## config.mk

```make
export PLATFORM = sky130hd
export DESIGN_NAME = hilo_muldiv_ctrl_flat
export DESIGN_NICKNAME = d
export VERILOG_FILES = /design/src/rtl/hilo_muldiv_ctrl_pkg.sv /design/src/rtl/hilo_muldiv_ctrl_if.sv /design/src/rtl/hilo_muldiv_ctrl_seq_multiplier.sv /design/src/rtl/hilo_muldiv_ctrl.sv /design/src/flat_wrapper.sv
export SDC_FILE = /design/constraint.sdc
export NUM_CORES = 1
export LEC_CHECK = 0
export CAP_MARGIN = 10
export CORE_MARGIN = 2
export CORE_UTILIZATION = 57
export DETAILED_ROUTE_END_ITERATION = 10
export HOLD_SLACK_MARGIN = 0.03
export PLACE_DENSITY = 0.91
export SYNTH_ARGS = -nofsm -noshare
export SYNTH_HDL_FRONTEND = slang
export SYNTH_SLANG_ARGS = --single-unit
```

## constraint.sdc

```tcl
create_clock -name clock -period 12 [get_ports clock]
set_input_delay 1.8 -clock clock [delete_from_list [all_inputs] [get_ports clock]]
set_output_delay 1.8 -clock clock [all_outputs]
set_load 0.01 [all_outputs]
```

## src/rtl/hilo_muldiv_ctrl_pkg.sv

```systemverilog
// Shared constants and state encoding for the HI/LO multiply/divide sequencer.
package hilo_muldiv_ctrl_pkg;

    localparam int WIDTH_DEF = 32;

    localparam logic [2:0] OP_MULT  = 3'd0;
    localparam logic [2:0] OP_MULTU = 3'd1;
    localparam logic [2:0] OP_DIV   = 3'd2;
    localparam logic [2:0] OP_DIVU  = 3'd3;
    localparam logic [2:0] OP_MTHI  = 3'd4;
    localparam logic [2:0] OP_MTLO  = 3'd5;

    typedef enum logic [2:0] {
        S_IDLE,
        S_MUL,
        S_DIV_ISSUE,
        S_DIV_WAIT,
        S_FIX,
        S_DONE
    } state_t;

endpackage

```

## src/rtl/hilo_muldiv_ctrl_if.sv

```systemverilog
// Handshake bus between the sequencer (master) and the unsigned iterative divider (slave).
interface hilo_muldiv_ctrl_if #(parameter int WIDTH = 32);

    logic [WIDTH-1:0] div_dividend;
    logic [WIDTH-1:0] div_divisor;
    logic             div_start;
    logic             div_busy;
    logic [WIDTH-1:0] div_q;
    logic [WIDTH-1:0] div_r;

    modport master (
        output div_dividend, div_divisor, div_start,
        input  div_busy, div_q, div_r
    );

    modport slave (
        input  div_dividend, div_divisor, div_start,
        output div_busy, div_q, div_r
    );

endinterface

```

## src/rtl/hilo_muldiv_ctrl_seq_multiplier.sv

```systemverilog
// Unsigned iterative shift-add multiplier: one partial product per cycle, WIDTH steps.
// done is high during the final step, so product is complete on the following cycle.
module seq_multiplier #(
    parameter int WIDTH = 32
) (
    input  logic                 clock,
    input  logic                 reset,
    input  logic                 start,
    input  logic [WIDTH-1:0]     a,
    input  logic [WIDTH-1:0]     b,
    output logic                 busy,
    output logic                 done,
    output logic [2*WIDTH-1:0]   product
);

    localparam int CW = $clog2(WIDTH);

    logic [2*WIDTH-1:0] mcand_q;
    logic [WIDTH-1:0]   mplier_q;
    logic [2*WIDTH-1:0] acc_q;
    logic [CW-1:0]      cnt_q;
    logic               busy_q;

    // Load operands on start, then add the shifted multiplicand for each set multiplier bit.
    always_ff @(posedge clock or posedge reset) begin
        if (reset) begin
            mcand_q  <= '0;
            mplier_q <= '0;
            acc_q    <= '0;
            cnt_q    <= '0;
            busy_q   <= 1'b0;
        end else if (start) begin
            mcand_q  <= {{WIDTH{1'b0}}, a};
            mplier_q <= b;
            acc_q    <= '0;
            cnt_q    <= '0;
            busy_q   <= 1'b1;
        end else if (busy_q) begin
            if (mplier_q[0]) acc_q <= acc_q + mcand_q;
            mcand_q  <= mcand_q << 1;
            mplier_q <= mplier_q >> 1;
            cnt_q    <= cnt_q + 1'b1;
            if (cnt_q == CW'(WIDTH - 1)) busy_q <= 1'b0;
        end
    end

    assign busy    = busy_q;
    assign done    = busy_q && (cnt_q == CW'(WIDTH - 1));
    assign product = acc_q;

endmodule

```

## src/rtl/hilo_muldiv_ctrl.sv

```systemverilog
// HI/LO multiply/divide sequencer. Conditions signed operands to magnitudes, runs the
// internal multiplier or drives the external unsigned divider, sign-corrects and writes HI/LO.
// Optional macro DIV_ZERO_EN: zero-divisor DIV/DIVU bypasses the divider, writes
// lo=all-ones, hi=raw rs_val and sets the sticky dz_flag.
module hilo_muldiv_ctrl
    import hilo_muldiv_ctrl_pkg::*;
#(
    parameter int WIDTH = WIDTH_DEF
) (
    input  logic               clock,
    input  logic               reset,
    input  logic               op_valid,
    input  logic [2:0]         op_code,
    input  logic [WIDTH-1:0]   rs_val,
    input  logic [WIDTH-1:0]   rt_val,
    output logic               stall,
    output logic [WIDTH-1:0]   hi,
    output logic [WIDTH-1:0]   lo,
    hilo_muldiv_ctrl_if.master div,
    output logic               dz_flag
);

    state_t             state_q;
    logic               neg_q_q, neg_r_q, is_div_q, dz_path_q;
    logic               div_start_q, seen_busy_q;
    logic [WIDTH-1:0]   dividend_q, divisor_q;
    logic [WIDTH-1:0]   hi_q, lo_q;

    logic               is_signed, sa, sb, accept_md, mul_start, div_zero;
    logic [WIDTH-1:0]   mag_a, mag_b;
    logic               mul_busy, mul_done;
    logic [2*WIDTH-1:0] product, prod_fix;
    logic [WIDTH-1:0]   q_fix, r_fix;

    assign is_signed = (op_code == OP_MULT) || (op_code == OP_DIV);
    assign sa        = is_signed & rs_val[WIDTH-1];
    assign sb        = is_signed & rt_val[WIDTH-1];
    assign mag_a     = sa ? (~rs_val + 1'b1) : rs_val;
    assign mag_b     = sb ? (~rt_val + 1'b1) : rt_val;
    assign accept_md = (state_q == S_IDLE) && op_valid && (op_code <= OP_DIVU);
    assign mul_start = accept_md && !op_code[1];

    // The CPU sees the stall in the accept cycle itself so the instruction is held.
    assign stall = ((state_q != S_IDLE) && (state_q != S_DONE)) || accept_md;

`ifdef DIV_ZERO_EN
    logic dz_flag_q;
    assign div_zero = (rt_val == '0);
    assign dz_flag  = dz_flag_q;

    // Sticky divide-by-zero indicator, set when the bypass result is written.
    always_ff @(posedge clock or posedge reset) begin
        if (reset)                               dz_flag_q <= 1'b0;
        else if ((state_q == S_FIX) && dz_path_q) dz_flag_q <= 1'b1;
    end
`else
    assign div_zero = 1'b0;
    assign dz_flag  = 1'b0;
`endif

    seq_multiplier #(.WIDTH(WIDTH)) u_mul (
        .clock   (clock),
        .reset   (reset),
        .start   (mul_start),
        .a       (mag_a),
        .b       (mag_b),
        .busy    (mul_busy),
        .done    (mul_done),
        .product (product)
    );

    assign prod_fix = neg_q_q ? (~product + 1'b1) : product;
    assign q_fix    = neg_q_q ? (~div.div_q + 1'b1) : div.div_q;
    assign r_fix    = neg_r_q ? (~div.div_r + 1'b1) : div.div_r;

    // Sequencer FSM with registered divider handshake and HI/LO writes.
    always_ff @(posedge clock or posedge reset) begin
        if (reset) begin
            state_q     <= S_IDLE;
            neg_q_q     <= 1'b0;
            neg_r_q     <= 1'b0;
            is_div_q    <= 1'b0;
            dz_path_q   <= 1'b0;
            div_start_q <= 1'b0;
            seen_busy_q <= 1'b0;
            dividend_q  <= '0;
            divisor_q   <= '0;
            hi_q        <= '0;
            lo_q        <= '0;
        end else begin
            case (state_q)
                S_IDLE: begin
                    if (op_valid) begin
                        case (op_code)
                            OP_MTHI: hi_q <= rs_val;
                            OP_MTLO: lo_q <= rs_val;
                            OP_MULT, OP_MULTU: begin
                                neg_q_q  <= sa ^ sb;
                                neg_r_q  <= sa;
                                is_div_q <= 1'b0;
                                state_q  <= S_MUL;
                            end
                            OP_DIV, OP_DIVU: begin
                                neg_q_q  <= sa ^ sb;
                                neg_r_q  <= sa;
                                is_div_q <= 1'b1;
                                divisor_q <= mag_b;
                                if (div_zero) begin
                                    // Bypass keeps the raw dividend for the hi write.
                                    dz_path_q  <= 1'b1;
                                    dividend_q <= rs_val;
                                    state_q    <= S_FIX;
                                end else begin
                                    dividend_q  <= mag_a;
                                    div_start_q <= 1'b1;
                                    seen_busy_q <= 1'b0;
                                    state_q     <= S_DIV_ISSUE;
                                end
                            end
                            default: ;
                        endcase
                    end
                end
                S_MUL: begin
                    if (mul_done || !mul_busy) state_q <= S_FIX;
                end
                S_DIV_ISSUE: begin
                    div_start_q <= 1'b0;
                    state_q     <= S_DIV_WAIT;
                end
                S_DIV_WAIT: begin
                    if (div.div_busy) seen_busy_q <= 1'b1;
                    if (!div.div_busy && seen_busy_q) state_q <= S_FIX;
                end
                S_FIX: begin
                    if (dz_path_q) begin
                        lo_q <= '1;
                        hi_q <= dividend_q;
                    end else if (is_div_q) begin
                        lo_q <= q_fix;
                        hi_q <= r_fix;
                    end else begin
                        {hi_q, lo_q} <= prod_fix;
                    end
                    dz_path_q <= 1'b0;
                    state_q   <= S_DONE;
                end
                S_DONE:  state_q <= S_IDLE;
                default: state_q <= S_IDLE;
            endcase
        end
    end

    assign hi               = hi_q;
    assign lo               = lo_q;
    assign div.div_start    = div_start_q;
    assign div.div_dividend = dividend_q;
    assign div.div_divisor  = divisor_q;

endmodule

```

## src/flat_wrapper.sv

```systemverilog
// flat-port wrapper written by rule: the top's interface ports become plain ports
module hilo_muldiv_ctrl_flat import hilo_muldiv_ctrl_pkg::*;
#(
    parameter int WIDTH = WIDTH_DEF
)
  (clock, reset, op_valid, op_code, rs_val, rt_val, stall, hi, lo, dz_flag, div_div_dividend, div_div_divisor, div_div_start, div_div_busy, div_div_q, div_div_r);
  hilo_muldiv_ctrl_if #(.WIDTH(WIDTH)) div_i ();
  input  logic clock;
  input  logic reset;
  input  logic op_valid;
  input  logic [2:0] op_code;
  input  logic [WIDTH-1:0] rs_val;
  input  logic [WIDTH-1:0] rt_val;
  output logic stall;
  output logic [WIDTH-1:0] hi;
  output logic [WIDTH-1:0] lo;
  output logic dz_flag;
  output wire logic [$bits(div_i.div_dividend)-1:0] div_div_dividend;
  output wire logic [$bits(div_i.div_divisor)-1:0] div_div_divisor;
  output wire logic [$bits(div_i.div_start)-1:0] div_div_start;
  input wire logic [$bits(div_i.div_busy)-1:0] div_div_busy;
  input wire logic [$bits(div_i.div_q)-1:0] div_div_q;
  input wire logic [$bits(div_i.div_r)-1:0] div_div_r;
  assign div_div_dividend = div_i.div_dividend;
  assign div_div_divisor = div_i.div_divisor;
  assign div_div_start = div_i.div_start;
  assign div_i.div_busy = div_div_busy;
  assign div_i.div_q = div_div_q;
  assign div_i.div_r = div_div_r;
  hilo_muldiv_ctrl #(.WIDTH(WIDTH)) u_core (.clock(clock), .reset(reset), .op_valid(op_valid), .op_code(op_code), .rs_val(rs_val), .rt_val(rt_val), .stall(stall), .hi(hi), .lo(lo), .div(div_i), .dz_flag(dz_flag));
endmodule
```

==> Flow_metrics.wiki, run 1 <==
{| class="wikitable"
! Metric !! Value
|-
| Via count of the first global-routing pass || 19300
|-
| Maximum clock insertion buffer count || 3
|-
| Share of the clock period used by the worst path after layout || 42.14%
|-
| Net switching component of the power || 2.983 mW
|-
| Most used flip-flop cell after synthesis || sky130_fd_sc_hd__dfrtp_1
|-
| RSZ-0062 raised after global routing || false
|-
| Most common cell in the synthesized netlist || sky130_fd_sc_hd__nand2_1
|-
| CTS root buf || sky130_fd_sc_hd__clkbuf_16
|-
| Cells after synthesis || 2501
|-
| Detail-routed via count per cell || 6.468
|-
| Async set or reset register ratio after synthesis || 100.0%
|-
| Core ar. || 35570 sq um
|-
| Worst-Skew Late Latency || 0.56 ns
|-
| Routability congestion estimate from global placement || 0.9787
|-
| Routed wl met2 || 31.63 mm
|-
| Proportion of power drawn by flip-flops and latches || 30.1%
|-
| Sequential cell area fraction in the yosys report || 36.70%
|-
| Post-synthesis register bit count || 302
|-
| Final layout net count || 2871
|-
| Count of final max-slew check failures || 0
|-
| Cell types occupying the most area after synthesis || sky130_fd_sc_hd__dfrtp_1 (37%), sky130_fd_sc_hd__a21oi_1 (6.7%), sky130_fd_sc_hd__nand2_1 (6.3%), sky130_fd_sc_hd__xnor2_1 (6.0%), sky130_fd_sc_hd__o21ai_0 (5.6%)
|-
| Max IR drop VDD || 0.1872 mV
|-
| Final setup viols || 0
|-
| Aggregate global routing overflow || 0
|-
| Number of top-level pins || 266
|-
| Critical Path End Type || output port
|-
| Mapped Nets || 2707
|-
| Combinational group share of total power || 52.5%
|-
| Top layer reached by signal wires || met5
|-
| Die Wd || 194.1 microns
|-
| Largest area contributor in the netlist || sky130_fd_sc_hd__dfrtp_1
|-
| CP Max Fanout || 4
|-
| Placed cell count || 3089
|-
| Wire length after detailed routing || 71.80 mm
|-
| Warning count from the yosys run || 0
|-
| Setup Buffers After CTS || 0
|-
| Setup skew after layout || 0.02848 ns
|-
| Number of hold-slack violations in the final timing report || 0
|-
| Met1 routed wirelength after detailed routing || 28.77 mm
|-
| Post-cts resize count || 0
|-
| Die Y-Extent || 194.1 microns
|-
| Post-synth EDFFs || 0
|-
| Pin count of the biggest net entering global routing || 103
|-
| Final TNS setup || 0 ns
|-
| Drt pass-1 iters || 7
|-
| DR WL/cell || 22.79 microns
|-
| Sinks on Clock Net || 302
|-
| Average cell area after synthesis || 8.234 sq um
|-
| Final period demand of the worst path || 5.057 ns
|-
| Max-capacitance violation count || 0
|-
| Crit path required time || 10.20 ns
|-
| Area Overhead vs Synth || 19.56%
|-
| Power density cells || 269.2 nW/um^2
|-
| Global-route wire length before repair || 111.0 mm
|-
| Metal3 WL || 8.278 mm
|-
| Headroom to the max-slew limit || 16.84%
|-
| Share of Yosys cell area claimed by the top area cell type || 36.70%
|-
| Total clock buffers created by CTS || 35
|-
| Number of library cell types mapped by synthesis || 76
|-
| Outcome || finished, final reports clean
|-
| Starting density of the core || 57.89%
|-
| Antenna Cells || 0
|-
| Relative contribution of the clock network to total power || 17.4%
|-
| Global Route Usage Sum || 37.46%
|-
| Synth top cells by count || sky130_fd_sc_hd__nand2_1 (348), sky130_fd_sc_hd__dfrtp_1 (302), sky130_fd_sc_hd__a21oi_1 (275)
|-
| Launching element type of the critical path || input port
|-
| Starting DRT DRC Count || 2229
|-
| Detailed Place HPWL || 53.53 mm
|-
| Row Count || 69
|-
| Hold buffers post-CTS || 0
|-
| Worst setup path class || input port to output port
|-
| Number of H-tree branching levels || 2
|-
| Design internal power || 3.645 mW
|-
| Clock tree from TritonCTS || built
|-
| Final Non-Filler Cells || 3150
|-
| Static Leakage || 10.33 nW
|-
| Die area || 37660 sq um
|-
| Switch share || 45.00%
|-
| Min-delay worst type || flip-flop to flip-flop
|-
| Total via count in the routed design || 20380
|-
| Remaining antenna violation count || 0
|-
| Count of port buffers added during placement || 264
|-
| Remaining DRCs || 0
|-
| CTS clk-pin slew, worst paths || 0.06 ns
|-
| Total Power || 6.628 mW
|-
| Layout cells sized above 1 || 4.463%
|-
| Maximum clock frequency || 0.1977 GHz
|-
| Cell area after technology mapping || 20590 sq um
|-
| # fillers || 2767
|-
| Number of antenna violations at the first check in global routing || 1
|-
| Arrival @ worst endpoint || 3.26 ns
|-
| Slew at the pin closest to its max-slew limit || 1.247 ns
|}
[cell type report]
cell class,instances,area [sq um],share of cell area [%]
Sequential cell,302,7564,30.72
Timing Repair Buffer,282,2778,11.28
Tap cell,461,576.8,2.343
Multi-Input combinational cell,2005,12310,50.00
Clock buffer,46,1018,4.137
Inverter,39,153.9,0.6251
Clock inverter,15,220.2,0.8944
[worst max-delay path, stage by stage]
cell                              delay [ns]
sky130_fd_sc_hd__clkdlybuf4s50_1        0.53
sky130_fd_sc_hd__nand2b_1               0.20
sky130_fd_sc_hd__nand2_1                0.08
sky130_fd_sc_hd__a21o_1                 0.17
sky130_fd_sc_hd__clkdlybuf4s50_1        0.47
[cell families after synthesis]
logic type / after synthesis / synth area share [%]
AND/OR/NAND/NOR: 851 / 19.68
AO/OA/AOI/OAI: 803 / 23.36
flip-flops: 302 / 36.70
XOR/XNOR: 235 / 9.995
buffers and inverters: 194 / 3.688
adder cells (fa/ha/maj): 71 / 4.350
multiplexers: 44 / 2.212
other: 1 / 0.01821
[power groups by stage]
stage                     Combinational, mW  Sequential, mW  Clock (mW)
after floorplan                        2.22            1.86           0
after global placement                 3.31            1.95           0
after detailed placement               3.39            1.97           0
after CTS                              3.42            1.97        1.16
after global routing                   3.80            2.03        1.20
final                                  3.48            1.99        1.16
[stage by stage]
step           instance area, sq um  util [%]  setup WS [ns]  hold WS, ns
3_5_place_dp                  23380     65.73          6.675       0.4690
4_1_cts                       24620     69.22          6.967       0.4829
6_report                      24620     69.22          6.943       0.4853
5_1_grt                       24620     69.22          6.907       0.5064
3_3_place_gp                  23380     65.73          6.882       0.4611
2_1_floorplan                 20590         -          1.854       0.4622
[state kept, by name (all words and copies together) (netlist names)]
signal,flops
u_core.u_mul.mcand_q,64
u_core.u_mul.product,64
u_core.div.div_dividend,32
u_core.div.div_divisor,32
u_core.hi,32
u_core.lo,32
u_core.u_mul.mplier_q,32
u_core.u_mul.cnt_q,5
u_core.state_q,3
u_core.div.div_start,1
u_core.is_div_q,1
u_core.neg_q_q,1
u_core.neg_r_q,1
u_core.seen_busy_q,1
u_core.u_mul.busy,1
[path summary, 6_finish.rpt]
kind	slack, ns	from	to	depth (start not counted)
worst max-delay path	6.94	op_code[2]	stall	5
worst min-delay path	0.49	u_core.div.div_divisor[17]	u_core.div.div_divisor[17]	2
worst max register to register	8.05	u_core.u_mul.mcand_q[1]	u_core.u_mul.product[59]	11
worst min register to register	0.49	u_core.div.div_divisor[17]	u_core.div.div_divisor[17]	2
max in group asynchronous	7.96	reset	u_core.lo[1]	4
min in group asynchronous	1.76	reset	u_core.u_mul.mplier_q[13]	2
[routing by layer]
metal	track usage (%)	up-vias
met5	0	-
met4	15.07	2
met3	8.314	182
met2	57.27	1177
met1	51.78	9744
li1	-	9270
[cell usage in the layout, fill, tap and decap left out, types with 8 or more instances in the layout]
cell	Yosys	final
sky130_fd_sc_hd__nand4_1	24	24
sky130_fd_sc_hd__clkdlybuf4s50_1	0	264
sky130_fd_sc_hd__a31oi_1	15	15
sky130_fd_sc_hd__nand2b_1	21	21
sky130_fd_sc_hd__nor4_1	21	21
sky130_fd_sc_hd__o31ai_1	44	44
sky130_fd_sc_hd__or2_2	9	9
sky130_fd_sc_hd__a21oi_1	275	275
sky130_fd_sc_hd__ha_1	70	70
sky130_fd_sc_hd__dfrtp_1	302	299
sky130_fd_sc_hd__a21o_1	28	28
sky130_fd_sc_hd__o211ai_1	12	12
sky130_fd_sc_hd__or4_1	13	13
sky130_fd_sc_hd__o21a_1	10	10
sky130_fd_sc_hd__clkbuf_8	2	8
sky130_fd_sc_hd__or3_1	21	21
sky130_fd_sc_hd__inv_1	39	38
sky130_fd_sc_hd__nor2b_1	70	70
sky130_fd_sc_hd__a211oi_1	94	94
sky130_fd_sc_hd__buf_4	3	18
sky130_fd_sc_hd__nor3_1	50	49
sky130_fd_sc_hd__nand2_1	348	346
sky130_fd_sc_hd__xnor2_1	141	141
sky130_fd_sc_hd__o41ai_1	19	19
sky130_fd_sc_hd__o21bai_1	16	16
sky130_fd_sc_hd__a22oi_1	11	11
sky130_fd_sc_hd__o21ai_0	231	230
sky130_fd_sc_hd__nand3_1	28	28
sky130_fd_sc_hd__xor2_1	94	94
sky130_fd_sc_hd__nor2_1	182	181
sky130_fd_sc_hd__o22ai_1	11	11
sky130_fd_sc_hd__mux2i_1	41	41
sky130_fd_sc_hd__and3_1	9	9
sky130_fd_sc_hd__clkbuf_16	0	36
Power figures use the tool's default switching activity.
==> inputs of run 2 (changes only) <==
clock period = 4.95 ns   (was 12 ns; I/O delays follow)
==> Flow_metrics.wiki, run 2 (synthesis gave the netlist of run 1 again) <==
{| class="wikitable"
! Metric !! Value
|-
| Outcome || finished, final reports clean
|-
| Max-capacitance violation count || 0 (unchanged)
|-
| CTS root buf || sky130_fd_sc_hd__clkbuf_16
|-
| Max IR drop VDD || 0.4013 mV (+110%)
|-
| Final worst slack || 1.116 ns (-5.827 ns)
|-
| Area Overhead vs Synth || 19.64% (about the same)
|-
| Slowest cell delay on critical path || 0.73 ns (+0.20 ns)
|-
| Final TNS setup || 0 ns (unchanged)
|-
| Routability congestion estimate from global placement || 0.9999 (+2.2%)
|-
| Static Leakage || 10.33 nW (about the same)
|-
| Slew at the pin closest to its max-slew limit || 0.9241 ns (-0.3233 ns)
|-
| Launching element type of the critical path || input port
|-
| Cell chain of the critical path || clkdlybuf4s50_1 > inv_1 > ha_1 > nand4bb_1 > or2_2 > nor3_1 > nor4b_1 > a21oi_1 > a21oi_1 > o21ai_0 > xnor2_1 > a21oi_1
|-
| Global-route wire length before repair || 109.8 mm (-1.1%)
|-
| Worst setup path class || input port to flip-flop
|-
| Standard cell with the maximum stage delay on the critical path || sky130_fd_sc_hd__nor4b_1
|-
| Most used cell, CP || sky130_fd_sc_hd__a21oi_1
|-
| Worst-Skew Late Latency || 0.54 ns (-0.02 ns)
|-
| CP Max Fanout || 4 (unchanged)
|-
| Maximum clock insertion buffer count || 3 (unchanged)
|-
| Drt pass-1 iters || 6 (-1)
|-
| Total via count in the routed design || 20320 (-0.26%)
|-
| Die area || 37660 sq um (unchanged)
|-
| Proportion of power drawn by flip-flops and latches || 30.7% (+0.6 points)
|-
| Headroom to the max-slew limit || 38.17% (+21 points)
|-
| Layout cells sized above 1 || 4.380% (-0.083 points)
|-
| Crit path required time || 5.35 ns (-4.85 ns)
|-
| Power density cells || 648.7 nW/um^2 (+140%)
|-
| Setup Buffers After CTS || 0 (unchanged)
|-
| CP delay by family, top || simple AND/OR/NAND/NOR gates
|-
| DR WL/cell || 22.38 microns (-1.8%)
|-
| RSZ-0062 raised after global routing || false
|-
| Starting DRT DRC Count || 2396 (+7.5%)
|-
| Starting density of the core || 57.89% (unchanged)
|-
| Share of the clock period used by the worst path after layout || 77.46%
|-
| Min-delay worst type || flip-flop to flip-flop
|-
| Hold buffers post-CTS || 0 (unchanged)
|-
| Global Route Usage Sum || 36.60% (-0.87 points)
|-
| Commonest non-fill, non-tap cells in the layout || sky130_fd_sc_hd__nand2_1 (346), sky130_fd_sc_hd__dfrtp_1 (299), sky130_fd_sc_hd__a21oi_1 (275)
|-
| Antenna Cells || 0 (unchanged)
|-
| Remaining DRCs || 0 (unchanged)
|-
| Die Y-Extent || 194.1 microns (unchanged)
|-
| Number of H-tree branching levels || 2 (unchanged)
|-
| Die Wd || 194.1 microns (unchanged)
|-
| Detail-routed via count per cell || 6.441 (-0.42%)
|-
| Most frequent standard cell in the layout excluding fill and tap cells || sky130_fd_sc_hd__nand2_1
|-
| Via count of the first global-routing pass || 19180 (-0.64%)
|-
| Net switching component of the power || 7.229 mW (+140%)
|-
| Design internal power || 8.753 mW (+140%)
|-
| Detailed Place HPWL || 53.77 mm (+0.43%)
|-
| Placement Setup Slack || 0.6821 ns (-5.993 ns)
|-
| Number of hold-slack violations in the final timing report || 0 (unchanged)
|-
| Count of port buffers added during placement || 264 (unchanged)
|-
| Post-cts resize count || 0 (unchanged)
|-
| Pin count of the biggest net entering global routing || 140 (+36%)
|-
| Total clock buffers created by CTS || 34 (-2.9%)
|-
| Row Count || 69 (unchanged)
|-
| Sum of buffers and inverters on the critical path || 2 (unchanged)
|-
| Setup skew after layout || 0.02527 ns (-0.003219 ns)
|-
| CTS clk-pin slew, worst paths || 0.06 ns (about the same)
|-
| Final setup viols || 0 (unchanged)
|-
| Number of antenna violations at the first check in global routing || 2 (+1)
|-
| Switch share || 45.23% (+0.23 points)
|-
| Sinks on Clock Net || 302 (unchanged)
|-
| Combinational group share of total power || 52.4% (about the same)
|-
| Remaining antenna violation count || 0 (unchanged)
|-
| Critical Path End Type || flip-flop
|-
| Count of final max-slew check failures || 0 (unchanged)
|-
| Final period demand of the worst path || 3.834 ns
|-
| Maximum clock frequency || 0.2608 GHz
|-
| # fillers || 2769 (+0.072%)
|-
| Arrival @ worst endpoint || 4.23 ns (+0.97 ns)
|-
| Core ar. || 35570 sq um (unchanged)
|-
| Number of top-level pins || 266 (unchanged)
|-
| Wire length after detailed routing || 70.62 mm (-1.6%)
|-
| Relative contribution of the clock network to total power || 16.9% (-0.5 points)
|-
| Clock tree from TritonCTS || built
|-
| Aggregate global routing overflow || 0 (unchanged)
|-
| Final layout net count || 2875 (+0.14%)
|}
-- run 2: cell types whose count changed in the layout (fill, tap and decap cells not counted), sizes merged --
| cell | previous run | this run |
|---|---|---|
| clkinv | 7 | 5 |
| buf | 18 | 23 |
| bufinv | 5 | 4 |
| inv | 40 | 38 |
| clkbuf | 46 | 51 |
-- run 2: worst register-to-register path, stage by stage (launching register included) --
cell	delay, ns
sky130_fd_sc_hd__dfrtp_1	0.49
sky130_fd_sc_hd__ha_1	0.47
sky130_fd_sc_hd__and4_1	0.22
sky130_fd_sc_hd__and4_1	0.22
sky130_fd_sc_hd__a221oi_1	0.26
sky130_fd_sc_hd__nand3_1	0.25
sky130_fd_sc_hd__a21oi_1	0.47
sky130_fd_sc_hd__o41ai_1	0.22
sky130_fd_sc_hd__a221oi_1	0.57
sky130_fd_sc_hd__o21ai_0	0.26
sky130_fd_sc_hd__mux2i_1	0.21
sky130_fd_sc_hd__nor2_1	0.07
-- run 2: path summary, 6_finish.rpt --
| check | slack [ns] | cells past startpoint | startpoint | end |
|---|---|---|---|---|
| setup reg to reg | 1.12 | 11 | u_core.u_mul.mcand_q[10] | u_core.u_mul.product[61] |
| min in group asynchronous | 0.62 | 2 | reset | u_core.div.div_divisor[17] |
| max in group asynchronous | 3.10 | 3 | reset | u_core.u_mul.mcand_q[42] |
| hold / removal | 0.48 | 2 | u_core.lo[9] | u_core.lo[9] |
| setup / recovery | 1.12 | 12 | rt_val[0] | u_core.u_mul.mplier_q[30] |
| hold reg to reg | 0.48 | 2 | u_core.lo[9] | u_core.lo[9] |
-- run 2: metal layers --
| layer | GRT usage [%] | up-vias | share of wire [%] |
|---|---|---|---|
| met2 | 56.02 | 1196 | 44 |
| met4 | 14.42 | 2 | 4.2 |
| met1 | 50.26 | 9646 | 40 |
| li1 | - | 9289 | - |
| met3 | 8.697 | 189 | 12 |
| met5 | 0 | - | 0.018 |
-- run 2: area by class of cell --
type                            count  area [sq um]  share of cell area [%]
Clock buffer                       51         994.7                   4.037
Tap cell                          461         576.8                   2.341
Clock inverter                     10         200.2                  0.8126
Sequential cell                   302          7566                   30.71
Inverter                           39         150.1                  0.6094
Timing Repair Buffer              287          2840                   11.53
Multi-Input combinational cell   2005         12310                   49.96
-- run 2: power groups by stage --
stage	combinational [mW]	sequential (mW)	clock, mW
final	8.38	4.91	2.70
after global routing	9.12	5.02	2.82
after CTS	8.22	4.85	2.71
after detailed placement	8.16	4.88	0
after global placement	7.92	4.82	0
after floorplan	5.39	4.51	0
-- run 2: metrics by stage --
stage	total power [mW]	cells	util [%]	hold slack (ns)	area [sq um]
after floorplan	9.893	2501	-	0.4622	20600
after global placement	12.74	3094	65.91	0.4602	23440
after detailed placement	13.03	3094	65.91	0.4698	23440
after CTS	15.79	3155	69.27	0.4842	24640
after global routing	16.95	3155	69.27	0.5043	24640
final	15.98	3155	69.27	0.4814	24640
==> inputs of run 3 (changes only) <==
clock period = 3.9 ns   (was 4.95 ns; I/O delays follow)
==> Flow_metrics.wiki, run 3 (synthesis gave the netlist of run 1 again) <==
{| class="wikitable"
! Metric !! Value
|-
| Wire length after detailed routing || 72.64 mm (+2.9%)
|-
| Proportion of power drawn by flip-flops and latches || 30.0% (-0.7 points)
|-
| Starting density of the core || 57.89% (unchanged)
|-
| Final period demand of the worst path || 3.649 ns
|-
| Most used cell, CP || sky130_fd_sc_hd__o21ai_0
|-
| Cell chain of the critical path || or4_4 > or3_4 > nor4_2 > nand2_1 > o31ai_1 > xor2_1 > o21ai_0 > a21oi_1 > o21ai_0
|-
| Number of hold-slack violations in the final timing report || 0 (unchanged)
|-
| Max IR drop VDD || 0.4853 mV (+21%)
|-
| Number of antenna violations at the first check in global routing || 1 (-1)
|-
| Outcome || finished, final reports clean
|-
| Global-route wire length before repair || 112.5 mm (+2.5%)
|-
| CTS root buf || sky130_fd_sc_hd__clkbuf_16
|-
| Core ar. || 35570 sq um (unchanged)
|-
| Final setup viols || 0 (unchanged)
|-
| Starting DRT DRC Count || 2412 (+0.67%)
|-
| RSZ-0062 raised after global routing || false
|-
| Net switching component of the power || 9.344 mW (+29%)
|-
| Slowest cell delay on critical path || 0.76 ns (+0.03 ns)
|-
| Area after DPL || 23800 sq um (+1.5%)
|-
| Detail-routed via count per cell || 6.510 (+1.1%)
|-
| Number of H-tree branching levels || 2 (unchanged)
|-
| Total via count in the routed design || 20780 (+2.2%)
|-
| Slew at the pin closest to its max-slew limit || 0.9643 ns (+0.04015 ns)
|-
| Area of the multi-input gates || 12310 sq um (about the same)
|-
| Die area || 37660 sq um (unchanged)
|-
| Drt pass-1 iters || 7 (+1)
|-
| Maximum clock insertion buffer count || 3 (unchanged)
|-
| Commonest non-fill, non-tap cells in the layout || sky130_fd_sc_hd__nand2_1 (346), sky130_fd_sc_hd__dfrtp_1 (299), sky130_fd_sc_hd__a21oi_1 (275)
|-
| Layout cells sized above 1 || 5.934% (+1.6 points)
|-
| Combinational group share of total power || 53.2% (+0.8 points)
|-
| # fillers || 2681 (-3.2%)
|-
| Relative contribution of the clock network to total power || 16.8% (about the same)
|-
| Total clock buffers created by CTS || 34 (unchanged)
|-
| CTS clk-pin slew, worst paths || 0.06 ns (about the same)
|-
| Worst-Skew Late Latency || 0.55 ns (about the same)
|-
| Final Instance Area || 25000 sq um (+1.5%)
|-
| Number of top-level pins || 266 (unchanged)
|-
| Sinks on Clock Net || 302 (unchanged)
|-
| Pin count of the biggest net entering global routing || 164 (+17%)
|-
| Area Overhead vs Synth || 21.41%
|-
| Launching element type of the critical path || flip-flop
|-
| Headroom to the max-slew limit || 35.04% (-3.1 points)
|-
| CP Max Fanout || 6 (+2)
|-
| Row Count || 69 (unchanged)
|-
| Global Route Usage Sum || 37.66% (+1.1 points)
|-
| Final layout net count || 2912 (+1.3%)
|-
| Aggregate global routing overflow || 0 (unchanged)
|-
| Clock tree from TritonCTS || built
|-
| Max-capacitance violation count || 0 (unchanged)
|-
| Arrival @ worst endpoint || 4.10 ns (-0.13 ns)
|-
| Share of the clock period used by the worst path after layout || 93.58%
|-
| Via count of the first global-routing pass || 19650 (+2.5%)
|-
| Min-delay worst type || input port to asynchronous set/reset pin
|-
| Reg2Reg Capture Point || u_core.hi[0]
|-
| Setup slack of the most critical reg-to-reg path || 0.25 ns (-0.87 ns)
|-
| Beginning of the worst register-to-register path || u_core.u_mul.product[13]
|-
| Count of port buffers added during placement || 264 (unchanged)
|-
| Standard cell with the maximum stage delay on the critical path || sky130_fd_sc_hd__o21ai_0
|-
| Antenna Cells || 0 (unchanged)
|-
| Most frequent standard cell in the layout excluding fill and tap cells || sky130_fd_sc_hd__nand2_1
|-
| Maximum clock frequency || 0.2740 GHz
|-
| Remaining DRCs || 0 (unchanged)
|-
| Die Y-Extent || 194.1 microns (unchanged)
|-
| Number of cells traversed by the worst register-to-register path || 9 (-2)
|-
| DR WL/cell || 22.76 microns (+1.7%)
|-
| Design internal power || 11.24 mW (+28%)
|-
| Remaining antenna violation count || 0 (unchanged)
|-
| Detailed Place HPWL || 54.67 mm (+1.7%)
|-
| Area taken by flip-flops and latches || 7566 sq um (unchanged)
|-
| Die Wd || 194.1 microns (unchanged)
|-
| Static Leakage || 10.55 nW (+2.2%)
|-
| Setup skew after layout || 0.02180 ns (-0.003470 ns)
|-
| Crit path required time || 4.35 ns (-1.00 ns)
|-
| Critical Path End Type || flip-flop
|-
| Switch share || 45.40% (+0.17 points)
|-
| Power density cells || 823.3 nW/um^2 (+27%)
|-
| Total Power || 20.58 mW (+29%)
|-
| Routability congestion estimate from global placement || 1.061 (+6.1%)
|-
| Worst setup path class || flip-flop to flip-flop
|-
| Count of final max-slew check failures || 0 (unchanged)
|}
==> run 3: per-stage QoR <==
stage / instances / setup WS [ns] / hold slack [ns] / TNS (ns) / utilization (%)
floorplan: 2501 / -0.7000 / 0.4622 / -211.41 / -
global placement: 3131 / 0.1309 / 0.4604 / 0 / 66.90
detailed placement: 3131 / 0.01602 / 0.4690 / 0 / 66.90
CTS: 3191 / 0.3243 / 0.4831 / 0 / 70.28
global route: 3191 / 0.07834 / 0.4938 / 0 / 70.29
finish: 3191 / 0.2505 / 0.4751 / 0 / 70.29
==> run 3: power by group through the flow <==
stage          combinational (mW)  clock, mW  sequential (mW)
6_report                     10.9       3.47             6.17
2_1_floorplan                6.84          0             5.72
3_5_place_dp                 10.6          0             6.11
4_1_cts                      10.7       3.47             6.08
5_1_grt                      11.9       3.60             6.29
3_3_place_gp                 10.3          0             6.03
==> run 3: critical path, delay by kind of cell (launching register included) <==
kind	cells	cell delay (ns)
DFF	1	0.45
AOI/OAI and AO/OA	4	1.35
and+or+nand+nor	4	1.66
xor gates and xnor gates	1	0.09
==> run 3: timing repair <==
action / 4_1_cts / 5_1_grt
buffers inserted: 0 / 0
hold buffers: 0 / 0
setup endpoints to repair: 0 / 2
resized for setup: 0 / 1
==> run 3: worst max path at each step <==
stage | from | to | slack [ns] | cells past startpoint
3_3_place_gp | div_div_r[2] | u_core.hi[28] | 0.13 | 11
5_1_grt | u_core.u_mul.product[17] | u_core.u_mul.product[57] | 0.08 | 13
3_5_place_dp | div_div_r[2] | u_core.hi[28] | 0.02 | 11
2_1_floorplan | reset | u_core.div.div_dividend[0] | -0.70 | 1
6_report | u_core.u_mul.product[13] | u_core.hi[0] | 0.25 | 9
4_1_cts | u_core.u_mul.product[13] | u_core.hi[25] | 0.32 | 9
==> run 3: metal layers <==
metal  part of all wire, %  vias up  track usage (%)
li1                      -     9364                -
met1                    38     9824            49.80
met2                    43     1329            56.54
met3                    13      256            11.18
met4                   5.4        2            18.35
met5                 0.018        -                0
==> run 3: final cells by class <==
| class | instances | area share, % |
|---|---|---|
| inverter | 39 | 0.6006 |
| tap | 461 | 2.307 |
| timing repair buffer | 324 | 12.77 |
| sequential | 302 | 30.26 |
| clock inverter | 17 | 0.9559 |
| multi-input combinational | 2005 | 49.24 |
| clock buffer | 43 | 3.859 |
